**src/rtl/sc_regbackg_shift_ctrl.sv**
```systemverilog
// sc_regbackg_shift_ctrl
// Control-side driver for a background-row register. It sequences game start
// (clear, then load), reloads on every level change and issues one-cycle
// rotate commands at a level-dependent rate.
// Optional feature macro: SC_REGBACKG_ALTDIR_EN. When it is defined, odd levels
// rotate opposite to even levels. When it is undefined, the direction is fixed
// by the DIRECTION parameter.
module sc_regbackg_shift_ctrl #(
    parameter int TICK_DIV  = 50000,
    parameter int PERIOD_L0 = 400,
    parameter int PERIOD_L1 = 300,
    parameter int PERIOD_L2 = 200,
    parameter int PERIOD_L3 = 100,
    parameter int DIRECTION = 0
) (
    input  logic       SC_RegBACKGTYPE_CLOCK_50,
    input  logic       SC_RegBACKGTYPE_RESET_InHigh,
    input  logic       start_InLow,
    input  logic       pause_In,
    input  logic       level_up_In,
    output logic       clear_InLow,
    output logic       load_InLow,
    output logic [1:0] shiftselection_Out,
    output logic [1:0] transition_selector_Out,
    output logic [1:0] level_Out,
    output logic       busy_Out
);

    localparam int PRE_W = (TICK_DIV > 2) ? $clog2(TICK_DIV) : 1;
    localparam int PER_W = 16;

    typedef enum logic [2:0] {
        IDLE  = 3'd0,
        CLEAR = 3'd1,
        LOAD  = 3'd2,
        RUN   = 3'd3,
        PAUSE = 3'd4
    } state_t;

    state_t             state_r, next_state_s;
    logic [1:0]         level_r, level_next_s;
    logic [PRE_W-1:0]   presc_r, presc_next_s;
    logic [PER_W-1:0]   per_r, per_next_s;
    logic [PER_W-1:0]   per_lim_s;
    logic [1:0]         shift_next_s;
    logic [1:0]         shift_r;
    logic               clear_r, load_r, busy_r;
    logic               dir_s;
    logic               shift_due_s;

    // Pick the shift period for the current level.
    always_comb begin
        per_lim_s = PER_W'(PERIOD_L0);
        case (level_r)
            2'd0:    per_lim_s = PER_W'(PERIOD_L0);
            2'd1:    per_lim_s = PER_W'(PERIOD_L1);
            2'd2:    per_lim_s = PER_W'(PERIOD_L2);
            2'd3:    per_lim_s = PER_W'(PERIOD_L3);
            default: per_lim_s = PER_W'(PERIOD_L0);
        endcase
    end

`ifdef SC_REGBACKG_ALTDIR_EN
    // Odd levels rotate opposite to even levels.
    assign dir_s = (DIRECTION != 0) ^ level_r[0];
`else
    assign dir_s = (DIRECTION != 0);
`endif

    // The decision is taken one cycle before the completing cycle, so the
    // registered pulse lands exactly on RUN cycle TICK_DIV*PERIOD.
    assign shift_due_s = (presc_r == PRE_W'(TICK_DIV - 2)) &&
                         (per_r == per_lim_s - PER_W'(1));

    // Next-state, level, counter and shift-command logic (start > level_up > pause > tick).
    always_comb begin
        next_state_s = state_r;
        level_next_s = level_r;
        presc_next_s = presc_r;
        per_next_s   = per_r;
        shift_next_s = 2'b00;
        case (state_r)
            IDLE, CLEAR, LOAD: begin
                presc_next_s = '0;
                per_next_s   = '0;
                if (!start_InLow) begin
                    next_state_s = CLEAR;
                    level_next_s = 2'd0;
                end else if (state_r == CLEAR) begin
                    next_state_s = LOAD;
                end else if (state_r == LOAD) begin
                    next_state_s = RUN;
                end else begin
                    next_state_s = IDLE;
                end
            end
            RUN, PAUSE: begin
                if (!start_InLow) begin
                    next_state_s = CLEAR;
                    level_next_s = 2'd0;
                    presc_next_s = '0;
                    per_next_s   = '0;
                end else if (level_up_In) begin
                    next_state_s = LOAD;
                    level_next_s = (level_r == 2'd3) ? 2'd3 : level_r + 2'd1;
                    presc_next_s = '0;
                    per_next_s   = '0;
                end else if (state_r == PAUSE) begin
                    // Counters hold while paused.
                    if (!pause_In) begin
                        next_state_s = RUN;
                    end else begin
                        next_state_s = PAUSE;
                    end
                end else begin
                    // Every RUN cycle counts, even the one that sees pause.
                    if (presc_r == PRE_W'(TICK_DIV - 1)) begin
                        presc_next_s = '0;
                        if (per_r >= per_lim_s - PER_W'(1)) begin
                            per_next_s = '0;
                        end else begin
                            per_next_s = per_r + PER_W'(1);
                        end
                    end else begin
                        presc_next_s = presc_r + PRE_W'(1);
                    end
                    if (pause_In) begin
                        next_state_s = PAUSE;
                    end else if (shift_due_s) begin
                        shift_next_s = dir_s ? 2'b10 : 2'b01;
                    end else begin
                        shift_next_s = 2'b00;
                    end
                end
            end
            default: begin
                next_state_s = IDLE;
                level_next_s = 2'd0;
                presc_next_s = '0;
                per_next_s   = '0;
            end
        endcase
    end

    // State, counters and registered outputs; outputs reflect the state being entered.
    always_ff @(posedge SC_RegBACKGTYPE_CLOCK_50 or posedge SC_RegBACKGTYPE_RESET_InHigh) begin
        if (SC_RegBACKGTYPE_RESET_InHigh) begin
            state_r <= IDLE;
            level_r <= 2'd0;
            presc_r <= '0;
            per_r   <= '0;
            shift_r <= 2'b00;
            clear_r <= 1'b1;
            load_r  <= 1'b1;
            busy_r  <= 1'b0;
        end else begin
            state_r <= next_state_s;
            level_r <= level_next_s;
            presc_r <= presc_next_s;
            per_r   <= per_next_s;
            shift_r <= shift_next_s;
            clear_r <= (next_state_s != CLEAR);
            load_r  <= (next_state_s != LOAD);
            busy_r  <= (next_state_s != IDLE);
        end
    end

    assign clear_InLow             = clear_r;
    assign load_InLow              = load_r;
    assign shiftselection_Out      = shift_r;
    assign level_Out               = level_r;
    assign transition_selector_Out = level_r;
    assign busy_Out                = busy_r;

endmodule

```
**config.mk**
```make
export PLATFORM = sky130hd
export DESIGN_NAME = sc_regbackg_shift_ctrl
export DESIGN_NICKNAME = d
export VERILOG_FILES = /design/src/rtl/sc_regbackg_shift_ctrl.sv
export SDC_FILE = /design/constraint.sdc
export NUM_CORES = 1
export LEC_CHECK = 0
export BUFFER_PORTS_ARGS = -buffer_cell sky130_fd_sc_hd__buf_2
export CORE_ASPECT_RATIO = 2
export CORE_UTILIZATION = 61
export DETAILED_ROUTE_END_ITERATION = 6
export MAX_ROUTING_LAYER = met4
export PLACE_DENSITY = 0.8
export SKIP_CTS_REPAIR_TIMING = 1
export SLEW_MARGIN = 15
export SYNTH_ARGS = -nofsm -noshare
export SYNTH_HDL_FRONTEND = slang
export SYNTH_SLANG_ARGS = --single-unit
export TNS_END_PERCENT = 5
```
**constraint.sdc**
```tcl
create_clock -name SC_RegBACKGTYPE_CLOCK_50 -period 3.3 [get_ports SC_RegBACKGTYPE_CLOCK_50]
set_input_delay 0.66 -clock SC_RegBACKGTYPE_CLOCK_50 [delete_from_list [all_inputs] [get_ports SC_RegBACKGTYPE_CLOCK_50]]
set_output_delay 0.66 -clock SC_RegBACKGTYPE_CLOCK_50 [all_outputs]
set_load 0.005 [all_outputs]
```
==> metrics.txt <==
number of diodes 0; number of global-route vias before repair 1945; input/output buffers 12; synthesized flop and latch total 41; die area approximately 0.0044 mm²; GRT overflow 0; P_int 0.000757 W; hold_ws 0.478 ns; CTS tree done; Synth area leader dfrtp_1; CP max stage delay 0.45 ns; DP Area 0.00256 mm²; GRT Overall Usage 28.4%; type of origin of the critical path flop; Num CTS Buffers 5; switching share of power 25.5%; H-tree lvl count 2; critical path capture point type flop; Tot Pwr 0.00102 W; Fmax achieved 369 MHz; multi-input logic area ~0.0013 mm²; synthesized area per cell 9.39 µm²; total number of vias 2028; sequence of cells on the critical path inv_1 > ha_1 > nor2_1 > xnor2_1 > ha_1 > nor2_1 > a211oi_1 > o21ai_1 > nand3_2 > o41ai_2; drt first pass iters 4; worst slew pin tran between 0.6 and 0.7 ns; Seq/Total Area, Yosys 41.3%; Vias/cell 6.18; Placed Instances 320; fin crit share 82.2%; Worst-Skew Late Latency 0.29 ns; Hold WC Path Type input pin to async pin; most frequent cells in the layout dfrtp_1, nand2_1, nor2_1, ha_1, buf_2; final setup fails 0; Seq pwr share 52.9%; Die W approximately 47 µm; IO Pins 14; ys flop type dfrtp_1; asr flop ratio synth 100%; Final Cell Area 0.00267 mm²; die height 92.3 µm; gpl congestion 0.839; hpwl dp 4010 µm; final worst path period need 2.71 ns; WL per Instance 16.5 µm; Setup Skew 0.00851 ns; post-synth top area share 39.2%; proportion of layout cells with a drive suffix above 1 14.1%; # Max-Cap Violations 0; Mapped Nets 285; combinational fraction of design power 12.0%; cell row count 32; Bufs and invs on worst path 1; final hold viol count 0; Yosys cell types 55; clock sink total 41; Psw 0.000259 W; Area growth syn-to-layout 7.14%; Mapped Cells around 270; drt drc 0; fin. max-slew vios 0; leading cell type in the layout, fill and taps excluded dfrtp_1; setup TNS 0 ns; Post-synth EDFFs 0; Nets 296; CP Data Arrival Time approximately 2.9 ns; initial antenna violation count 0; Worst-path clk slew 0.08 ns; WS Path Type flop to flop; Initial DRC Count 53; clk root buf clkbuf_8; CP top delay family compound AO/OA/AOI/OAI gates; clk buf depth 2; CP required 3.50 ns; Slowest cell on crit path dfrtp_1; Post-Syn Area 0.00249 mm²; largest net degree at the start of global routing 42; core region area 0.00388 mm²; global-route wire length before repair 8580 µm; yosys warns 0; Clock power frac 35.1%; status completed; fin cells 328; detailed-route wire length between 5000 and 6000 µm; Pleak 1.13 nW; Max VDD drop 0.444 mV; Starting Density 64.1%; RSZ-0062 raised after global routing false; Power Dens Cells 381 mW/mm²; area occupied by registers between 0.001 and 0.0015 mm²; leading post-synthesis cells by cell area dfrtp_1, ha_1, nand2_1, nor2_1, o21ai_1; Critical Path Fanout Max 11; slew margin rel. between 50 and 60%; fill cell count ~340; Post-DRT Antenna Nets 0
==> power groups by stage <==
stage                     Combinational [W]  Clock [W]  Sequential (W)
after floorplan                    0.000105          0        0.000536
after CTS                          0.000123   0.000367        0.000537
after detailed placement           0.000122          0        0.000547
after global routing               0.000138   0.000375        0.000540
final                              0.000122   0.000357        0.000537
after global placement             0.000119          0        0.000546
==> cell type report <==
| class | instances | area share, % |
|---|---|---|
| clock buffer | 7 | 3.61 |
| sequential | 41 | 38.6 |
| clock inverter | 1 | 0.188 |
| multi-input combinational | 201 | 50.4 |
| inverter | 12 | 1.69 |
| tap | 51 | 2.39 |
| timing repair buffer | 15 | 3.10 |
==> sequential cells by signal, summed over array words and instances (netlist names) <==
signal,flops
per_r,16
presc_r,16
state_r,3
level_Out,2
busy_Out,1
clear_InLow,1
load_InLow,1
shiftselection_Out,1
==> synth_stat cells, types with 2 or more instances <==
master    instances
a21oi_1           9
and2_1            6
buf_4             5
o21ai_1          11
nor3_1            3
inv_1            11
a31o_2            2
clkbuf_1          3
nand4_1           5
o31ai_1           3
a211oi_1          4
nor2_1           26
nand3_1          10
xor2_1            6
nor4_1            4
conb_1            2
and3_1            4
ha_1             15
or4_1             4
dfstp_2           2
nand2b_1          5
a22oi_1           2
or3_1             3
a32oi_1           5
dfrtp_1          39
o21ai_0           9
o21a_1            2
nand3b_1          2
nand4b_1          2
nand2_1          27
xnor2_1           5
mux2_2            2
buf_2             2
and4_1            4
==> worst register-to-register path, delay by kind of cell (launching register included) <==
kind                       cells  cell delay (ns)
adders and majority gates      2             0.47
DFF                            1             0.45
xor gates and xnor gates       1             0.15
buffers and inverters          1             0.13
AOI/OAI and AO/OA              3             0.77
and+or+nand+nor                3             0.66
==> path summary, 6_finish.rpt <==
path / slack (ns) / end / startpoint / cells past startpoint
max reg2reg: 0.59 / per_r[4] / level_Out[1] / 10
min reg2reg: 0.48 / per_r[11] / per_r[11] / 1
max in group asynchronous: 2.45 / clear_InLow / SC_RegBACKGTYPE_RESET_InHigh / 3
min in group SC_RegBACKGTYPE_CLOCK_50: 0.48 / per_r[11] / per_r[11] / 1
max: 0.59 / per_r[4] / level_Out[1] / 10
min: 0.48 / per_r[13] / SC_RegBACKGTYPE_RESET_InHigh / 3
==> stage by stage <==
| stage | setup slack (ns) | utilization, % |
|---|---|---|
| floorplan | 0.956 | - |
| CTS | 0.565 | 68.7 |
| global placement | 0.701 | 66.0 |
| detailed placement | 0.590 | 66.0 |
| global route | 0.349 | 68.7 |
| finish | 0.587 | 68.7 |
==> cell families after synthesis <==
| logic type | Yosys count | synth area share [%] |
|---|---|---|
| other | 2 | 0.302 |
| and+or+nand+nor | 115 | 25.3 |
| muxes | 2 | 0.905 |
| AOI/OAI and AO/OA | 56 | 16.1 |
| DFF | 41 | 41.3 |
| buffers and inverters | 23 | 4.63 |
| adders and majority gates | 15 | 7.54 |
| xor gates and xnor gates | 11 | 3.87 |
==> layer usage <==
| metal | vias to the layer above | global-route usage (%) | part of all wire (%) |
|---|---|---|---|
| met2 | 44 | 50.9 | 59 |
| met5 | - | - | 0 |
| met3 | 14 | 3.90 | 2.3 |
| met1 | 1002 | 27.0 | 36 |
| li1 | 968 | - | - |
| met4 | 0 | 14.5 | 2.7 |
Power figures use the tool's default switching activity.
